File: config.mk
export PLATFORM = sky130hd
export DESIGN_NAME = instr_fetch
export DESIGN_NICKNAME = d
export VERILOG_FILES = /design/src/rtl/if_pkg.sv /design/src/rtl/if_resp_fifo.sv /design/src/rtl/instr_fetch.sv
export SDC_FILE = /design/constraint.sdc
export NUM_CORES = 1
export LEC_CHECK = 0
export ABC_AREA = 0
export CAP_MARGIN = 10
export CORE_UTILIZATION = 53
export DETAILED_ROUTE_END_ITERATION = 7
export GPL_TIMING_DRIVEN = 0
export PLACE_DENSITY = 0.81
export SETUP_SLACK_MARGIN = 0.4
export SLEW_MARGIN = 10
export SYNTH_ARGS = -nofsm -noshare
export SYNTH_HDL_FRONTEND = slang
export SYNTH_SLANG_ARGS = --single-unit
File: constraint.sdc
create_clock -name clk -period 7.5 [get_ports clk]
set_input_delay 0.75 -clock clk [delete_from_list [all_inputs] [get_ports clk]]
set_output_delay 0.75 -clock clk [all_outputs]
set_load 0.01 [all_outputs]
File: src/rtl/if_pkg.sv
// if_pkg: shared types and constants for the instruction fetch stage.
//   ILEN          instruction / entry field width
//   PC_STEP       sequential PC increment
//   if_state_e    fetch FSM states (FAULT only reachable with IF_MISALIGN_FAULT_EN)
//   fetch_entry_t buffered response {pc, instr}
package if_pkg;
  localparam int ILEN = 32;
  localparam int PC_STEP = 4;
  typedef enum logic {FETCH, FAULT} if_state_e;
  typedef struct packed {
    logic [ILEN-1:0] pc;
    logic [ILEN-1:0] instr;
  } fetch_entry_t;
endpackage

File: src/rtl/if_resp_fifo.sv
// if_resp_fifo: small synchronous FIFO with flush, used for fetch responses and in-flight PCs.
//   clk, reset (async, active-low)
//   push_i/data_i  write one entry (accepted when not full, or full with a pop)
//   pop_i          drop the head (ignored when empty)
//   flush_i        empty the FIFO; wins over push and pop
//   full_o, empty_o, count_o, head_o  status and head entry
module if_resp_fifo #(
  parameter int DEPTH = 2,
  parameter int W = 64
) (
  input  logic                     clk,
  input  logic                     reset,
  input  logic                     push_i,
  input  logic                     pop_i,
  input  logic                     flush_i,
  input  logic [W-1:0]             data_i,
  output logic                     full_o,
  output logic                     empty_o,
  output logic [$clog2(DEPTH):0]   count_o,
  output logic [W-1:0]             head_o
);
  localparam int AW = $clog2(DEPTH);
  logic [W-1:0] mem_q [DEPTH];
  logic [AW-1:0] wr_q, rd_q;
  logic [AW:0] count_q;
  logic do_push, do_pop;
  assign empty_o = count_q == '0;
  assign full_o = count_q == (AW+1)'(DEPTH);
  assign count_o = count_q;
  assign head_o = mem_q[rd_q];
  assign do_pop = pop_i & ~empty_o;
  assign do_push = push_i & (~full_o | do_pop);
  always_ff @(posedge clk or negedge reset) begin
    if (!reset) begin
      wr_q <= '0;
      rd_q <= '0;
      count_q <= '0;
    end else if (flush_i) begin
      wr_q <= '0;
      rd_q <= '0;
      count_q <= '0;
    end else begin
      wr_q <= wr_q + AW'(do_push);
      rd_q <= rd_q + AW'(do_pop);
      count_q <= count_q + (AW+1)'(do_push) - (AW+1)'(do_pop);
    end
  end
  always_ff @(posedge clk) begin
    if (do_push && !flush_i) mem_q[wr_q] <= data_i;
  end
endmodule

File: src/rtl/instr_fetch.sv
// instr_fetch: in-order instruction fetch with credit-limited requests and a response FIFO.
//   clk, reset (async, active-low)
//   pc_i / pc_next_o                       current PC in, PC to load next edge out
//   imem_req_o/addr_o/gnt_i                request channel (addr always equals pc_i)
//   imem_rvalid_i/rdata_i                  in-order response channel
//   redirect_i/redirect_pc_i               flush and restart at a new target
//   id_valid_o/ready_i/instr_o/pc_o        decode handshake
//   id_fault_o                             only with IF_MISALIGN_FAULT_EN: misaligned-target fault beat
// XLEN must equal if_pkg::ILEN (buffered entries use fetch_entry_t).
module instr_fetch
  import if_pkg::*;
#(
  parameter int DEPTH = 2,
  parameter int XLEN = ILEN
) (
  input  logic            clk,
  input  logic            reset,
  input  logic [XLEN-1:0] pc_i,
  output logic [XLEN-1:0] pc_next_o,
  output logic            imem_req_o,
  output logic [XLEN-1:0] imem_addr_o,
  input  logic            imem_gnt_i,
  input  logic            imem_rvalid_i,
  input  logic [XLEN-1:0] imem_rdata_i,
  input  logic            redirect_i,
  input  logic [XLEN-1:0] redirect_pc_i,
  output logic            id_valid_o,
  input  logic            id_ready_i,
  output logic [XLEN-1:0] id_instr_o,
  output logic [XLEN-1:0] id_pc_o
`ifdef IF_MISALIGN_FAULT_EN
  ,
  output logic            id_fault_o
`endif
);
  localparam int CW = $clog2(DEPTH) + 1;
  localparam logic [CW:0] DEPTH_C = (CW+1)'(DEPTH);
  logic [CW-1:0] outst, fcnt, discard_q, discard_d;
  logic pcq_full, pcq_empty, resp_full, resp_empty, resp_push, resp_pop;
  logic accept, fetching, fault_beat;
  logic [XLEN-1:0] rsp_pc, redir_tgt, fault_pc;
  fetch_entry_t head;
  assign imem_addr_o = pc_i;
  // Credits use registered counts, so a pop this cycle frees its slot only next cycle.
  assign imem_req_o = reset & fetching & ~redirect_i & (({1'b0, outst} + {1'b0, fcnt}) < DEPTH_C);
  assign accept = imem_req_o & imem_gnt_i;
  assign resp_push = imem_rvalid_i & (discard_q == '0) & ~redirect_i;
  assign resp_pop = id_ready_i & ~resp_empty;
  // On redirect every request still in flight after this cycle's issue/response is stale.
  assign discard_d = redirect_i ? outst + CW'(accept) - CW'(imem_rvalid_i)
                                : discard_q - CW'(imem_rvalid_i & (discard_q != '0));
  assign pc_next_o = !reset ? pc_i : redirect_i ? redir_tgt : accept ? pc_i + XLEN'(PC_STEP) : pc_i;
  assign id_valid_o = ~resp_empty | fault_beat;
  assign id_instr_o = resp_empty ? '0 : head.instr;
  assign id_pc_o = fault_beat ? fault_pc : resp_empty ? '0 : head.pc;
  always_ff @(posedge clk or negedge reset) begin
    if (!reset) discard_q <= '0;
    else discard_q <= discard_d;
  end
  // In-flight PC queue: never flushed, its count is the outstanding-request count.
  if_resp_fifo #(.DEPTH(DEPTH), .W(XLEN)) u_pcq (
    .clk(clk), .reset(reset), .push_i(accept), .pop_i(imem_rvalid_i), .flush_i(1'b0),
    .data_i(pc_i), .full_o(pcq_full), .empty_o(pcq_empty), .count_o(outst), .head_o(rsp_pc)
  );
  if_resp_fifo #(.DEPTH(DEPTH), .W($bits(fetch_entry_t))) u_resp (
    .clk(clk), .reset(reset), .push_i(resp_push), .pop_i(resp_pop), .flush_i(redirect_i),
    .data_i({rsp_pc, imem_rdata_i}), .full_o(resp_full), .empty_o(resp_empty), .count_o(fcnt),
    .head_o(head)
  );
`ifdef IF_MISALIGN_FAULT_EN
  if_state_e state_q, state_d;
  logic [XLEN-1:0] fault_pc_q, fault_pc_d;
  logic fault_pend_q, fault_pend_d;
  always_ff @(posedge clk or negedge reset) begin
    if (!reset) begin
      state_q <= FETCH;
      fault_pc_q <= '0;
      fault_pend_q <= 1'b0;
    end else begin
      state_q <= state_d;
      fault_pc_q <= fault_pc_d;
      fault_pend_q <= fault_pend_d;
    end
  end
  always_comb begin
    state_d = state_q;
    fault_pc_d = fault_pc_q;
    fault_pend_d = fault_pend_q;
    if (redirect_i) begin
      state_d = |redirect_pc_i[1:0] ? FAULT : FETCH;
      fault_pc_d = redirect_pc_i;
      fault_pend_d = |redirect_pc_i[1:0];
    end else if (fault_beat && id_ready_i) begin
      fault_pend_d = 1'b0;
    end
  end
  // The fault beat waits until stale responses have drained.
  assign fault_beat = (state_q == FAULT) & fault_pend_q & (discard_q == '0) & resp_empty;
  assign fetching = state_q == FETCH;
  assign fault_pc = fault_pc_q;
  assign redir_tgt = redirect_pc_i;
  assign id_fault_o = fault_beat;
`else
  assign fault_beat = 1'b0;
  assign fetching = 1'b1;
  assign fault_pc = '0;
  assign redir_tgt = {redirect_pc_i[XLEN-1:2], 2'b00};
`endif
  a_resp_overflow: assert property (@(posedge clk) disable iff (!reset)
    !(resp_push && resp_full && !resp_pop));
  a_pcq_overflow: assert property (@(posedge clk) disable iff (!reset)
    !(accept && pcq_full && !imem_rvalid_i));
  a_pcq_underflow: assert property (@(posedge clk) disable iff (!reset)
    !(imem_rvalid_i && pcq_empty));
endmodule

-- Word level (Yosys, flattened, before mapping)
Memories as Yosys holds them, arrays and structs flattened.
Cells that the tools add are included.
- muxes and demuxes: 13
- add/sub/neg operators: 13
- reductions and logical operators: 6
- shift-type cells: 0
- $mul: 0
- order comparisons: 1
- eq/ne operators: 2
- bitwise operators: 18
- divide/modulo/power cells: 0
- operator list (cell ; count):
    $mux W32 ; 5
    $add A32 B3 Y32 const B ; 1
    $and A1 B1 Y1 ; 11
    $sub A2 B1 Y2 ; 4
    $add A2 B1 Y2 ; 3
    $logic_not A2 Y1 ; 3
    $mux W1 ; 6
    $not A1 Y1 ; 5
    $add A1 B1 Y1 ; 4
    $eq A2 B2 Y1 const B ; 2
    $mux W2 ; 2
    $add A2 B2 Y3 ; 1
    $lt A3 B2 Y1 const B ; 1
    $or A1 B1 Y1 ; 2
    $reduce_bool A2 Y1 ; 1
    $logic_and A1 B1 Y1 ; 1
    $logic_not A1 Y1 ; 1
- register bits after elaboration: 10
- bits in read-only memories: 0
- logic and storage cells: 62
- bits in writable memories: 192
- bits of input ports: 102
- latch bits: 0
- memories: 2
- memories (memory ; depth ; bits a word ; read ports ; clocked after Yosys merged registers in ; wr ports ; line ; RTL):
    u_resp.mem_q ; 2 ; 64 ; 1 ; 0 ; 1 ; if_resp_fifo.sv:23 ; logic [W-1:0] mem_q [DEPTH];
    u_pcq.mem_q ; 2 ; 32 ; 1 ; 0 ; 1 ; if_resp_fifo.sv:23 ;

-- Logic depth before layout (Yosys ltp)
- depth in word-level cells: 9
- gate-level depth with buffers: 11

-- Hierarchy
A second synthesis with hierarchy kept.
- cells, all modules: 680
- area total of the unflattened synthesis: 9575.4 um^2
- modules (own cells, without submodules) (module ; cells each ; sequential area each (um^2) ; instances ; area an instance (um^2)):
    if_resp_fifo at u_resp ; 228 ; 3943.8 ; 1 ; 4902.2
    if_resp_fifo at u_pcq ; 129 ; 2021.9 ; 1 ; 2562.5
    instr_fetch ; 323 ; 50.0 ; 1 ; 2110.8

-- Worst setup path after synthesis
Ideal clock, no wire load.
- path type: input -> register
- start point: in redirect_i
- end point: mem u_resp.mem_q[0][0] (enable)
- arrival time: 4.247 ns
- buffers on the path: 1
- setup slack: 2.759 ns
- data required time: 7.006 ns
- cell stages on the path: 5
- cells stage by stage: buf_6 -> inv_1 -> nand3_1 -> a31oi_1 -> nor2b_1
- longest elaborated chain between the ends: 6
- RTL lines (item ; line ; RTL):
    start, declared ; instr_fetch.sv:25 ; input logic redirect_i,
    $not A1 Y1 ; instr_fetch.sv:47 ; assign resp_push = imem_rvalid_i & (discard_q == '0) & ~redirect_i;
    $and A1 B1 Y1 ; instr_fetch.sv:47 ;
    $and A1 B1 Y1 ; if_resp_fifo.sv:32 ; assign do_push = push_i & (~full_o | do_pop);
    $logic_and A1 B1 Y1 (*) ; if_resp_fifo.sv:49 ; if (do_push && !flush_i) mem_q[wr_q] <= data_i;
    $mux W1 (*) ; if_resp_fifo.sv:49 ;
    $mux W1 (implied by the code) (*) ; if_resp_fifo.sv:49 ;
    end, declared ; if_resp_fifo.sv:23 ;
Every way passes the cells marked *; elsewhere a longest branch is shown, timed or not.

-- Worst setup path after layout
- start point: in reset
- end point: out pc_next_o[19]
- longest elaborated chain between the ends: 6
- RTL lines (item ; line ; RTL):
    start, declared ; instr_fetch.sv:17 ; input logic reset,
    $and A1 B1 Y1 (2 in series) ; instr_fetch.sv:45 ; assign imem_req_o = reset & fetching & ~redirect_i & (({1'b0, outst} + {1'b0, fcnt}) < DEPTH_C);
    $and A1 B1 Y1 ; instr_fetch.sv:46 ; assign accept = imem_req_o & imem_gnt_i;
    $mux W32 (2 in series) ; instr_fetch.sv:52 ; assign pc_next_o = !reset ? pc_i : redirect_i ? redir_tgt : accept ? pc_i + XLEN'(PC_STEP) : pc_i;
    $mux W32 (*) ; instr_fetch.sv:52 ;
    end, declared ; instr_fetch.sv:19 ; output logic [XLEN-1:0] pc_next_o,
Marks and branches as above.

==> impl_metrics.yaml <==
critical_path:
  r2r-start: "u_pcq.count_o[0]"
  crit_cells: 7
  reg2reg_depth: 8
  path_cells: "clkdlybuf4s50_1 -> or4b_4 -> nor4_4 -> nand3_1 -> o21ai_0 -> a21oi_1 -> clkdlybuf4s50_1"
  crit_path_top_delay_cell: "clkdlybuf4s50_1"
  r2r_setup_slack_ns: 4.11
  cp_data_arrival_time_ns: 4.15
  critPathKind: "input pin to output port"
  crit_top_cell: "clkdlybuf4s50_1"
  reg2reg_to: "u_pcq.mem_q[0][9]"
  critical_path.top_delay_family: "simple AND/OR/NAND/NOR gates"
  cp.required_ns: 6.75
  start_kind: "input pin"
  worstSetupEndpointType: "output port"
  crit_fanout: 13
  max_stage_delay_ns: 0.89
  path_buf_inv: 2
hold_path:
  whs_endpoint: "u_resp.mem_q[0][50]"
  hold_class: "register to register"
  hold_depth: 1
  worstHoldStart: "u_pcq.mem_q[0][18]"
global_route:
  use_met2: 0.404
  use_met3: 0.0438
  grtUsageTotal: 0.237
  antenna_found_initial: 0
  grt.busiest_layer: "met2"
  grt_pass1_vias: 6195
  grt_util_met1: 0.306
  grt_pass1_wl_mm: 32.7
  grt_max_degree: 55
  grt_overflow: 0
yosys:
  synth-async-reset-ratio: 0.0495
  syn-cell-area_sq_mm: 0.00913
  yosysSeqAreaShare: 0.659
  ys.warnings.count: 0
  synth_enable_flop_cells: 192
  avgSynthCellArea_sq_um: 13.8
  synth_area_leaders: "edfxtp_1 63%, mux2i_1 7.8%, mux2_2 3.9%"
  ys_dominant_reg_cell: "edfxtp_1"
  yosys.area.top_type: "edfxtp_1"
  syn-num-nets: 775
  syn-instance-count: 662
  yosysTopAreaCellShare: 0.631
  ys_ff_latch: 202
  synth.distinct_cells: 50
drt:
  first_pass_iters: 5
  routed_wl_mm: 21.6
  drtIter0Drc: 464
  vias: 6366
  post_drt_wl_per_cell_um: 18.8
  antenna_left: 0
  vias_per_cell: 5.54
  drc: 0
floorplan:
  io_pins: 232
  rows: 47
  start_util: 0.547
  fp.dieW_um: 133
  fp.dieH_um: 133
  core_area_sq_mm: 0.0167
  dieArea_sq_mm: 0.0178
run_status:
  status: "completed"
pwr:
  p_per_area_mw_per_mm2: 304
  p_leak_nw: 4.30
  ir_worst_vdd_mv: 0.184
  power_mw: 3.77
job:
  maxCapViolations: 0
place:
  dpl-instance-area_sq_mm: 0.0118
  portBuffers: 228
  gp_congestion: 0.860
  hpwlAfterDp_mm: 15.2
timing:
  fin_worst_skew_ns: 0.00592
  fin_crit_sh: 0.654
  finalSetupTns_ns: 0
  fmax_mhz: 204
  worst_slew_pin_slew_ns: 0.878
  relSlewSlack: 0.415
  grt_setup_unrepaired: "no"
  hold_viol: 0
  slew_violations: 0
  fin_crit_ns: 4.90
  setup_viol: 0
clock_tree:
  worstSkewPairLatency_ns: 0.48
  cts_made_buffers: 21
  cts.path.max_buffers: 3
  cts_root_buffer: "clkbuf_16"
  hold_buffers: 0
  post_cts_resized: 0
  cts_setup_buffers: 0
  cts_tree: "yes"
  h-tree-depth: 1
  cts.clk_slew.worst_paths_ns: 0.06
  clock-sinks: 202
layout:
  final_area_sq_mm: 0.0124
  finish.utilization: 0.744
  diodes: 0
  final_common_cell: "clkdlybuf4s50_1"
  regArea_sq_mm: 0.00602
  multiInputGateArea_sq_mm: 0.00269
  fill_cells: 1061
  drive_gt1_frac: 0.118
  fin_nets: 1029
  synthToLayoutAreaGrowth_pct: 36.0
  mostFrequentLayoutCells: "228 x clkdlybuf4s50_1, 192 x edfxtp_1, 88 x nor2_1"
==> worst max-delay path by stage <==
stage                       start             endpoint  slack, ns
floorplan              redirect_i   u_resp.mem_q[0][0]       2.76
global placement    imem_rvalid_i  u_resp.mem_q[0][30]       0.83
detailed placement          reset        pc_next_o[19]       2.60
CTS                         reset        pc_next_o[19]       2.58
global route                reset        pc_next_o[19]       2.48
finish                      reset        pc_next_o[19]       2.60
==> Yosys cell counts (11+ instances only) <==
library cell    n
a21oi_1        25
buf_4          33
clkbuf_1       30
edfxtp_1      192
inv_1          17
mux2_2         32
mux2i_1        71
nand2_1        20
nand3_1        15
nand4_1        11
nor2_1         88
o22ai_1        22
==> per-layer routing <==
| layer | share of wire | vias to the layer above |
|---|---|---|
| li1 | - | 2944 |
| met1 | 0.40 | 3070 |
| met2 | 0.49 | 310 |
| met3 | 0.084 | 42 |
| met4 | 0.023 | 0 |
| met5 | 0 | - |
==> registers in the layout, summed over array words and instances, names as in the netlist <==
name	count
discard_q	2
u_resp.rd_q	1
u_resp.count_o	2
u_pcq.wr_q	1
u_pcq.rd_q	1
u_resp.mem_q	128
u_pcq.mem_q	64
u_pcq.count_o	2
u_resp.wr_q	1
==> metrics by stage <==
stage	worst slack [ns]	cells	hold slack, ns
floorplan	2.76	662	0.454
global placement	0.831	1110	0.542
detailed placement	2.60	1113	0.548
CTS	2.58	1150	0.564
global route	2.48	1150	0.570
finish	2.60	1150	0.564
==> cell type report <==
cell class	count	area share
Buffer	66	0.0305
Multi-Input combinational cell	376	0.216
Clock buffer	29	0.0447
Inverter	18	0.00544
Clock inverter	8	0.00735
Tap cell	220	0.0222
Timing Repair Buffer	231	0.189
Sequential cell	202	0.484
==> cells by family (layout without fill, tap and decap cells) <==
logic type               after synthesis  after routing  share of synthesized area
AO/OA/AOI/OAI                         73             73                     0.0508
XOR/XNOR                              15             15                     0.0144
adder cells (fa/ha/maj)               11             11                     0.0159
buffers and inverters                 84            352                     0.0489
flip-flops                           202            202                      0.659
multiplexers                         104            104                      0.119
AND/OR/NAND/NOR                      173            173                     0.0925
==> worst register-to-register path, cell delays in order, from the launching register on <==
cell and delay, ns:
dfrtp_1 0.37, inv_1 0.14, nor2_1 0.07, fa_1 0.43, or4b_4 0.57, inv_1 0.12
nand2_1 0.14, a31oi_1 0.31, ha_2 0.85
==> power by group <==
| part | internal [mW] | switching, mW |
|---|---|---|
| clock | 0.586 | 0.391 |
| combinational | 0.694 | 0.692 |
| sequential | 1.37 | 0.0371 |
| total | 2.65 | 1.12 |
Power figures use the tool's default switching activity.
